--- src/rtl/alu_seq.sv ---
// Registered sequential ALU: start/ready/done handshake, chained carry flag,
// multi-cycle shift-add multiply and variable-count logical shifts.
module alu_seq #(
  parameter int unsigned W    = 8,
  parameter int unsigned CNTW = $clog2(W)
) (
  input  logic         clk,
  input  logic         reset,
  input  logic         start,
  input  logic [4:0]   ALUOp,
  input  logic [W-1:0] inA,
  input  logic [W-1:0] inB,
  input  logic         c_i,
  input  logic         use_cf,
  output logic         ready,
  output logic         done,
  output logic [W-1:0] rslt,
  output logic [W-1:0] rslt_hi,
  output logic         c_o,
  output logic         zero,
  output logic         equal,
  output logic         gt,
  output logic         lt
);

  localparam int unsigned CW = (CNTW > $clog2(W)) ? CNTW : $clog2(W);

  localparam logic [4:0] OP_DEC  = 5'b00010;
  localparam logic [4:0] OP_CMP  = 5'b00101;
  localparam logic [4:0] OP_ADD  = 5'b01101;
  localparam logic [4:0] OP_SUB  = 5'b01110;
  localparam logic [4:0] OP_AND  = 5'b01111;
  localparam logic [4:0] OP_XOR  = 5'b10000;
  localparam logic [4:0] OP_LSR  = 5'b10001;
  localparam logic [4:0] OP_RSC  = 5'b10010;
  localparam logic [4:0] OP_LSL  = 5'b10011;
  localparam logic [4:0] OP_LSC  = 5'b10100;
  localparam logic [4:0] OP_OR   = 5'b10101;
  localparam logic [4:0] OP_MUL  = 5'b11000;
  localparam logic [4:0] OP_SHLN = 5'b11001;
  localparam logic [4:0] OP_SHRN = 5'b11010;

  typedef enum logic [1:0] {S_IDLE, S_MUL, S_SHIFT} state_t;

  state_t        r_state, w_state_nxt;
  logic [W-1:0]  r_a, w_a_nxt;
  logic [W-1:0]  r_acc_hi, w_acc_hi_nxt;
  logic [W-1:0]  r_acc_lo, w_acc_lo_nxt;
  logic [CW-1:0] r_cnt, w_cnt_nxt;
  logic          r_dir_l, w_dir_l_nxt;
  logic [W-1:0]  r_rslt, w_rslt_nxt;
  logic [W-1:0]  r_rslt_hi, w_rslt_hi_nxt;
  logic          r_c_o, w_c_o_nxt;
  logic          r_zero, w_zero_nxt;
  logic          r_equal, w_equal_nxt;
  logic          r_gt, w_gt_nxt;
  logic          r_lt, w_lt_nxt;
  logic          r_done, w_done_nxt;

  logic            w_cin;
  logic [CNTW-1:0] w_n;
  logic [W:0]      w_sum;
  logic [2*W-1:0]  w_prod;
  logic [W-1:0]    w_res;
  logic            w_co;
  logic            w_fin;

  // One shift-add step: conditionally add A into the high half, shift the pair right.
  function automatic logic [2*W-1:0] mul_step(input logic [W-1:0] hi,
                                              input logic [W-1:0] lo,
                                              input logic [W-1:0] a);
    logic [W:0] s;
    s = {1'b0, hi} + (lo[0] ? {1'b0, a} : {(W+1){1'b0}});
    return {s, lo[W-1:1]};
  endfunction

  always_ff @(posedge clk) begin
    if (reset) begin
      r_state   <= S_IDLE;
      r_a       <= '0;
      r_acc_hi  <= '0;
      r_acc_lo  <= '0;
      r_cnt     <= '0;
      r_dir_l   <= 1'b0;
      r_rslt    <= '0;
      r_rslt_hi <= '0;
      r_c_o     <= 1'b0;
      r_zero    <= 1'b0;
      r_equal   <= 1'b0;
      r_gt      <= 1'b0;
      r_lt      <= 1'b0;
      r_done    <= 1'b0;
    end else begin
      r_state   <= w_state_nxt;
      r_a       <= w_a_nxt;
      r_acc_hi  <= w_acc_hi_nxt;
      r_acc_lo  <= w_acc_lo_nxt;
      r_cnt     <= w_cnt_nxt;
      r_dir_l   <= w_dir_l_nxt;
      r_rslt    <= w_rslt_nxt;
      r_rslt_hi <= w_rslt_hi_nxt;
      r_c_o     <= w_c_o_nxt;
      r_zero    <= w_zero_nxt;
      r_equal   <= w_equal_nxt;
      r_gt      <= w_gt_nxt;
      r_lt      <= w_lt_nxt;
      r_done    <= w_done_nxt;
    end
  end

  always_comb begin
    w_state_nxt   = r_state;
    w_a_nxt       = r_a;
    w_acc_hi_nxt  = r_acc_hi;
    w_acc_lo_nxt  = r_acc_lo;
    w_cnt_nxt     = r_cnt;
    w_dir_l_nxt   = r_dir_l;
    w_rslt_nxt    = r_rslt;
    w_rslt_hi_nxt = r_rslt_hi;
    w_c_o_nxt     = r_c_o;
    w_zero_nxt    = r_zero;
    w_equal_nxt   = r_equal;
    w_gt_nxt      = r_gt;
    w_lt_nxt      = r_lt;
    w_done_nxt    = 1'b0;
    w_cin         = use_cf ? r_c_o : c_i;
    w_n           = inB[CNTW-1:0];
    w_sum         = '0;
    w_prod        = '0;
    w_res         = '0;
    w_co          = 1'b0;
    w_fin         = 1'b0;

    unique case (r_state)
      S_IDLE: begin
        if (start) begin
          w_fin = 1'b1;
          case (ALUOp)
            OP_ADD: begin
              w_sum = {1'b0, inA} + {1'b0, inB} + {{W{1'b0}}, w_cin};
              w_res = w_sum[W-1:0];
              w_co  = w_sum[W];
            end
            OP_SUB: begin
              w_sum = {1'b0, inA} + {1'b0, ~inB} + {{W{1'b0}}, w_cin};
              w_res = w_sum[W-1:0];
              w_co  = w_sum[W];
            end
            OP_DEC: w_res = inA - W'(1);
            OP_AND: w_res = inA & inB;
            OP_OR:  w_res = inA | inB;
            OP_XOR: w_res = inA ^ inB;
            OP_LSR: begin w_res = {1'b0, inA[W-1:1]};  w_co = inA[0];   end
            OP_LSL: begin w_res = {inA[W-2:0], 1'b0};  w_co = inA[W-1]; end
            OP_RSC: begin w_res = {w_cin, inA[W-1:1]}; w_co = inA[0];   end
            OP_LSC: begin w_res = {inA[W-2:0], w_cin}; w_co = inA[W-1]; end
            OP_CMP: begin
              w_fin       = 1'b0;
              w_done_nxt  = 1'b1;
              w_zero_nxt  = (inA == inB);
              w_equal_nxt = (inA == inB);
              w_gt_nxt    = (inA > inB);
              w_lt_nxt    = (inA < inB);
            end
            OP_MUL: begin
              // First multiplier bit is consumed on the accept edge itself.
              w_fin        = 1'b0;
              w_prod       = mul_step('0, inB, inA);
              w_acc_hi_nxt = w_prod[2*W-1:W];
              w_acc_lo_nxt = w_prod[W-1:0];
              w_a_nxt      = inA;
              w_cnt_nxt    = CW'(W - 1);
              w_state_nxt  = S_MUL;
            end
            OP_SHLN, OP_SHRN: begin
              w_res = inA;
              if (w_n != '0) begin
                w_res = (ALUOp == OP_SHLN) ? {inA[W-2:0], 1'b0} : {1'b0, inA[W-1:1]};
                w_co  = (ALUOp == OP_SHLN) ? inA[W-1] : inA[0];
              end
              if (w_n > CNTW'(1)) begin
                w_fin        = 1'b0;
                w_acc_lo_nxt = w_res;
                w_cnt_nxt    = CW'(w_n) - CW'(1);
                w_dir_l_nxt  = (ALUOp == OP_SHLN);
                w_state_nxt  = S_SHIFT;
              end
            end
            default: begin
              w_res = '0;
              w_co  = 1'b0;
            end
          endcase
        end
      end
      S_MUL: begin
        w_prod       = mul_step(r_acc_hi, r_acc_lo, r_a);
        w_acc_hi_nxt = w_prod[2*W-1:W];
        w_acc_lo_nxt = w_prod[W-1:0];
        w_cnt_nxt    = r_cnt - CW'(1);
        if (r_cnt == CW'(1)) begin
          w_state_nxt   = S_IDLE;
          w_done_nxt    = 1'b1;
          w_rslt_nxt    = w_prod[W-1:0];
          w_rslt_hi_nxt = w_prod[2*W-1:W];
          w_c_o_nxt     = |w_prod[2*W-1:W];
          w_zero_nxt    = (w_prod == '0);
          w_equal_nxt   = 1'b0;
          w_gt_nxt      = 1'b0;
          w_lt_nxt      = 1'b0;
        end
      end
      S_SHIFT: begin
        w_res        = r_dir_l ? {r_acc_lo[W-2:0], 1'b0} : {1'b0, r_acc_lo[W-1:1]};
        w_co         = r_dir_l ? r_acc_lo[W-1] : r_acc_lo[0];
        w_acc_lo_nxt = w_res;
        w_cnt_nxt    = r_cnt - CW'(1);
        if (r_cnt == CW'(1)) begin
          w_fin       = 1'b1;
          w_state_nxt = S_IDLE;
        end
      end
      default: w_state_nxt = S_IDLE;
    endcase

    // Common completion path for every non-CMP, non-MUL result.
    if (w_fin) begin
      w_rslt_nxt    = w_res;
      w_rslt_hi_nxt = '0;
      w_c_o_nxt     = w_co;
      w_zero_nxt    = (w_res == '0);
      w_equal_nxt   = 1'b0;
      w_gt_nxt      = 1'b0;
      w_lt_nxt      = 1'b0;
      w_done_nxt    = 1'b1;
    end
  end

  assign ready   = (r_state == S_IDLE);
  assign done    = r_done;
  assign rslt    = r_rslt;
  assign rslt_hi = r_rslt_hi;
  assign c_o     = r_c_o;
  assign zero    = r_zero;
  assign equal   = r_equal;
  assign gt      = r_gt;
  assign lt      = r_lt;

endmodule

--- config.mk ---
export PLATFORM = sky130hd
export DESIGN_NAME = alu_seq
export DESIGN_NICKNAME = d
export VERILOG_FILES = /design/src/rtl/alu_seq.sv
export SDC_FILE = /design/constraint.sdc
export NUM_CORES = 1
export LEC_CHECK = 0
export CAP_MARGIN = 10
export CORE_AREA = 2 2 116 118
export DETAILED_ROUTE_END_ITERATION = 10
export DIE_AREA = 0 0 118 120
export PLACE_DENSITY_LB_ADDON = 0.08
export SYNTH_ARGS = -nofsm -noshare
export SYNTH_HDL_FRONTEND = slang
export SYNTH_SLANG_ARGS = --single-unit
--- constraint.sdc ---
create_clock -name clk -period 3.4 [get_ports clk]
set_clock_uncertainty 0.1 [all_clocks]
set_input_delay 0.68 -clock clk [delete_from_list [all_inputs] [get_ports clk]]
set_output_delay 0.68 -clock clk [all_outputs]
set_load 0.005 [all_outputs]
==> results.tsv, run 1 <==
metric	value	unit
status	complete, no violations	
tritoncts.num_buffers	5	
syn_nets	734	
place_congestion	0.969	
pin_count	49	
cp_slowest_stage_delay	420	ps
drt-total-wl	19300	µm
dp_hpwl	15400	µm
layout-drive-gt1-share	19.8	%
ys_dominant_reg_cell	dfxtp_1	
timing.final.crit_period	3310	ps
dp_cells	948	
synthToLayoutAreaGrowth	31.6	%
grt_setup_unrepaired	no	
ir_drop	0.282	mV
synth_compound_area_share	29.7	%
num_vias	5664	
p_seq_share	33.8	%
synth_cell_type_count	86	
post-place-ws	-502	ps
synth_top_family_by_area	compound AO/OA/AOI/OAI gates	
final.period_utilization	97.4	%
clockBufferDepth	2	
crit_arrival	3450	ps
p_sw_share	37.5	%
cap_violations	0	
required	3540	ps
dieArea	14200	µm²
dr.pass1.iters	5	
synth_edf_count	0	
synthAdderAreaFrac	13.2	%
comb_power_share	40.7	%
hold_violations	0	
synthesis.area	4920	µm²
critPathCaptureType	register	
synthCells	659	
critPathMaxFanout	2	
final.setup.worst_slack	87.2	ps
grt_first_pass_wirelength	30000	µm
path_cells	clkdlybuf4s50_1 > buf_4 > fa_2 > inv_2 > fa_2 > nor3b_4 > a211oi_2 > o31a_1 > a221o_1 > nand2_2 > a31oi_4 > or3_4 > o22ai_2	
clk_latency	300	ps
clkSlewWorstSetupHoldPaths	80	ps
start_kind	primary input	
min_path_type	register to register	
synth_mux_area_share	2.57	%
viasPerCell	5.91	
holdBufCountCts	0	
p_switching	784	µW
synth-simple-area-share	24.6	%
setup_viol	0	
grt_overflow	0	
fin_tns_setup	0	ps
ant_nets	0	
placed_area	6230	µm²
clkSinkCount	52	
p_clk_share	25.5	%
grt_pass1_vias	5343	
die_w	118	µm
initial_core_util	37.9	%
power_density	323	nW/µm²
routedWlPerCell	20.2	µm
die_y	120	µm
ys_seq_elements	52	
leakage	2.64	nW
ys_seq_area_share	21.1	%
synthArstFlopShare	0	%
portBuffers	48	
slew_headroom	50.9	%
drt_iter0_drc	609	
total_power	2.09	mW
drc	0	
avgSynthCellArea	7.47	µm²
num_antenna_cells	0	
synth-warning-count	0	
stdcell_area	6480	µm²
grt_max_degree	34	
crit_slowest_cell	clkdlybuf4s50_1	
criticalPathCategory	primary input to register	
antenna_found_initial	0	
root_buffer	clkbuf_16	
worst_pin_slew	737	ps
synth_xor_area_share	1.96	%
max_freq	302	MHz
rows	42	
slew_violations	0	
htreeDepth	2	
internal-power	1.31	mW
path_common_cell	fa_2	
fin_nets	857	
core	13000	µm²
grt_util_all_layers	27.2	%
cts_tree	yes	
fin_cells	959	
[stage by stage]
stage          util [%]  hold WS, ps
2_1_floorplan         -          332
3_3_place_gp       48.0          344
3_5_place_dp       48.0          349
4_1_cts            49.5          360
5_1_grt            49.9          393
6_report           49.9          354
[critical path, delay by kind of cell]
family | cells | cell delay [ps]
simple gates | 3 | 680
compound gates | 5 | 850
buf+inv | 3 | 650
fa+ha+maj | 2 | 570
[cells in the mapped netlist, types with 7 or more instances]
master    number  area (µm²)
a211oi_1      16         120
a21oi_1       57         285
a221oi_1      11        96.3
a311oi_1       8        70.1
a31oi_1       12        75.1
and2_1         9        56.3
buf_2         10        50.1
clkbuf_1      25        93.8
dfxtp_1       52        1040
ha_1          44         551
inv_1         36         135
mux2i_1        7        70.1
nand2_1       64         240
nand2b_1      11        68.8
nand3_1       13        65.1
nor2_1        85         319
nor2b_1       12        75.1
nor3_1        10        50.1
o211ai_1       9        67.6
o21ai_0       23         115
xnor2_1        8        70.1
[cell families (layout without fill, tap and decap cells)]
logic type	after synthesis	after routing
buffers and inverters	78	202
xor gates and xnor gates	11	11
and+or+nand+nor	249	249
AOI/OAI and AO/OA	208	208
adders and majority gates	49	49
muxes	12	12
DFF	52	52
[metal layers]
| metal | wire length [µm] | vias up | GRT usage (%) |
|---|---|---|---|
| met1 | 8900 | 2692 | 39.7 |
| met3 | 1680 | 46 | 4.13 |
| li1 | - | 2653 | - |
| met5 | 0 | - | 0 |
| met4 | 639 | 0 | 9.26 |
| met2 | 8110 | 273 | 40.6 |
[power groups by stage]
stage	Clock, mW	Sequential (mW)	Combinational, mW
global route	0.560	0.712	0.921
global placement	0	0.718	0.812
detailed placement	0	0.719	0.811
finish	0.533	0.708	0.851
floorplan	0	0.702	0.460
CTS	0.541	0.704	0.824
[final cells by class]
class / count / area, µm²
fillers: 1330 / 6500
multi-input cells: 529 / 3610
repair buffers: 157 / 1320
flip-flops and latches: 52 / 1040
well taps: 176 / 220
inverters: 37 / 141
clock buffers: 5 / 125
clock inverters: 3 / 22.5
[sequential cells by signal (all words and copies together), names as in the netlist]
signal / cells
c_o: 1
r_a: 8
r_cnt: 3
zero: 1
lt: 1
rslt: 8
done: 1
r_acc_hi: 8
r_state: 2
gt: 1
r_dir_l: 1
r_acc_lo: 8
rslt_hi: 8
equal: 1
[cell usage in the layout, fill, tap and decap left out, drive strengths merged, types with 4 or more instances in the layout]
master,Yosys,final
a221oi,11,11
nand3,13,13
and3,4,4
mux2i,7,7
nand2b,11,11
o22ai,5,5
fa,5,5
mux2,5,5
ha,44,44
a311oi,8,8
nor3,11,11
a211oi,17,17
and2,9,9
nor4,8,8
o21ai,27,27
or4,4,4
dfxtp,52,52
a31oi,12,12
clkdlybuf4s50,0,45
o211ai,9,9
a21o,5,5
nor2b,12,12
a21oi,58,58
a22oi,6,6
buf,15,109
xnor2,8,8
clkbuf,26,5
inv,36,37
nand2,64,64
nand4,6,6
nand3b,5,5
a221o,6,6
nor2,86,86
[timing repair]
item,4_1_cts,5_1_grt
gates cloned,0,0
setup buffers,1,2
pin swaps,7,11
resized for setup,10,15
setup endpoints to repair,5,3
[path summary, 6_finish.rpt]
check                            startpoint         end  slack [ps]  depth (start not counted)
worst min register to register   rslt_hi[4]  rslt_hi[4]         350                          2
worst max-delay path                 inB[0]        zero          90                         13
worst min-delay path             rslt_hi[4]  rslt_hi[4]         350                          2
worst max register to register  r_acc_lo[0]        zero         260                         12
Note: power is estimated with default switching activity, not from simulation.
==> run 2: changes to the inputs <==
Settings changed: SLEW_MARGIN from default to 10, TNS_END_PERCENT from default to 30.
==> results.tsv, run 2 (same netlist as run 1, synthesis figures left out) <==
metric	value	unit
worst_pin_slew	709	ps
grt_setup_unrepaired	yes	
path_common_cell	fa_2	
num_antenna_cells	0	
final.period_utilization	98.1	%
drc	0	
pin_count	49	
ant_nets	0	
hold_violations	0	
num_vias	5576	
criticalPathCategory	primary input to register	
r2r-end	c_o	
grt_first_pass_wirelength	30000	µm
reg2reg_depth	12	
max_freq	300	MHz
required	3540	ps
clkSinkCount	52	
dr.pass1.iters	5	
die_y	120	µm
clkSlewWorstSetupHoldPaths	80	ps
clk_latency	300	ps
portBuffers	48	
fin_nets	855	
drt_iter0_drc	578	
cp_slowest_stage_delay	460	ps
ir_drop	0.282	mV
hold_path_end	rslt_hi[4]	
cts_tree	yes	
path_cells	clkdlybuf4s50_1 > mux2_4 > inv_4 > fa_2 > inv_2 > fa_2 > nor3b_4 > a211oi_2 > o31a_1 > a221o_1 > nand2_2 > a31oi_2 > or3_4 > o22ai_2	
viasPerCell	5.83	
place_congestion	0.969	
crit_arrival	3470	ps
status	complete, no violations	
layout_commonest_cell	buf_4	
root_buffer	clkbuf_16	
regArea	1040	µm²
dieArea	14200	µm²
start_kind	primary input	
grt_max_degree	34	
drt-total-wl	19200	µm
holdBufCountCts	0	
synthToLayoutAreaGrowth	31.2	%
dp_hpwl	15400	µm
ff2ff_setup_slack	280	ps
multi_input_area	3610	µm²
clockBufferDepth	2	
min_from	rslt_hi[4]	
initial_core_util	37.9	%
setup_viol	0	
tritoncts.num_buffers	5	
leakage	2.62	nW
antenna_found_initial	0	
slew_violations	0	
rr_startpoint	r_acc_lo[0]	
critPathCaptureType	register	
min_path_type	register to register	
grt_pass1_vias	5343	
fillCellCount	1331	
core	13000	µm²
slew_headroom	52.7	%
layout-drive-gt1-share	19.7	%
critPathMaxFanout	3	
crit_slowest_cell	clkdlybuf4s50_1	
grt_overflow	0	
power_density	323	nW/µm²
total_power	2.09	mW
routedWlPerCell	20.1	µm
grt_util_all_layers	27.2	%
hold_slack	354	ps
die_w	118	µm
holdPathStages	2	
final_cell_mix	106 x buf_4, 85 x nor2_1, 63 x nand2_1	
htreeDepth	2	
rows	42	
timing.final.crit_period	3330	ps
cap_violations	0	
## run 2: cell count changes in the layout (fill, tap and decap cells not counted), sizes merged
cell           before  now
clkdlybuf4s50      45   47
buf               109  107
dlymetal6s2s        2    0
## run 2: critical path, delay by kind of cell
kind,cells,cell delay (ps)
AOI/OAI and AO/OA,5,820
adders and majority gates,2,550
buffers and inverters,3,570
muxes,1,160
and+or+nand+nor,3,690
## run 2: repair_timing
| action | 4_1_cts | 5_1_grt |
|---|---|---|
| pin swaps | 7 | 8 |
| resized for setup | 10 | 13 |
| setup endpoints to repair | 5 | 3 |
| buffers inserted | 1 | 0 |
## run 2: through the flow
| step | TNS, ps | setup WS [ps] | cells | cell area [µm²] | utilization, % |
|---|---|---|---|---|---|
| floorplan | 0 | 147 | 659 | 4920 | - |
| global placement | -2450 | -407 | 948 | 6230 | 48.0 |
| detailed placement | -3000 | -502 | 948 | 6230 | 48.0 |
| CTS | 0 | 29.3 | 957 | 6420 | 49.5 |
| global route | -19.1 | -15.3 | 957 | 6460 | 49.8 |
| finish | 0 | 65.2 | 957 | 6460 | 49.8 |
## run 2: how the worst max path moves through the flow
stage                      start  endpoint  depth (start not counted)
after floorplan           use_cf      zero                         13
after global placement    use_cf      zero                         14
after detailed placement  use_cf      zero                         14
after CTS                    c_i      zero                         14
after global routing         c_i      zero                         14
final                        c_i      zero                         14
## run 2: routing by layer
| layer | wire, µm | share of wire (%) | GRT usage (%) | up-vias |
|---|---|---|---|---|
| met5 | 0 | 0 | 0 | - |
| met4 | 602 | 3.1 | 9.26 | 0 |
| met3 | 1680 | 8.7 | 4.13 | 43 |
| met2 | 8060 | 42 | 40.6 | 236 |
| met1 | 8880 | 46 | 39.7 | 2644 |
| li1 | - | - | - | 2653 |
## run 2: cell type report
cell class | instances | area share [%]
Sequential cell | 52 | 16.1
Inverter | 37 | 2.19
Clock buffer | 5 | 1.94
Tap cell | 176 | 3.41
Clock inverter | 3 | 0.349
Multi-Input combinational cell | 529 | 55.9
Timing Repair Buffer | 155 | 20.1
## run 2: power by group
part | internal, mW | total (mW) | switching [mW]
clock | 0.277 | 0.532 | 0.255
sequential | 0.657 | 0.707 | 0.0499
combinational | 0.374 | 0.846 | 0.473
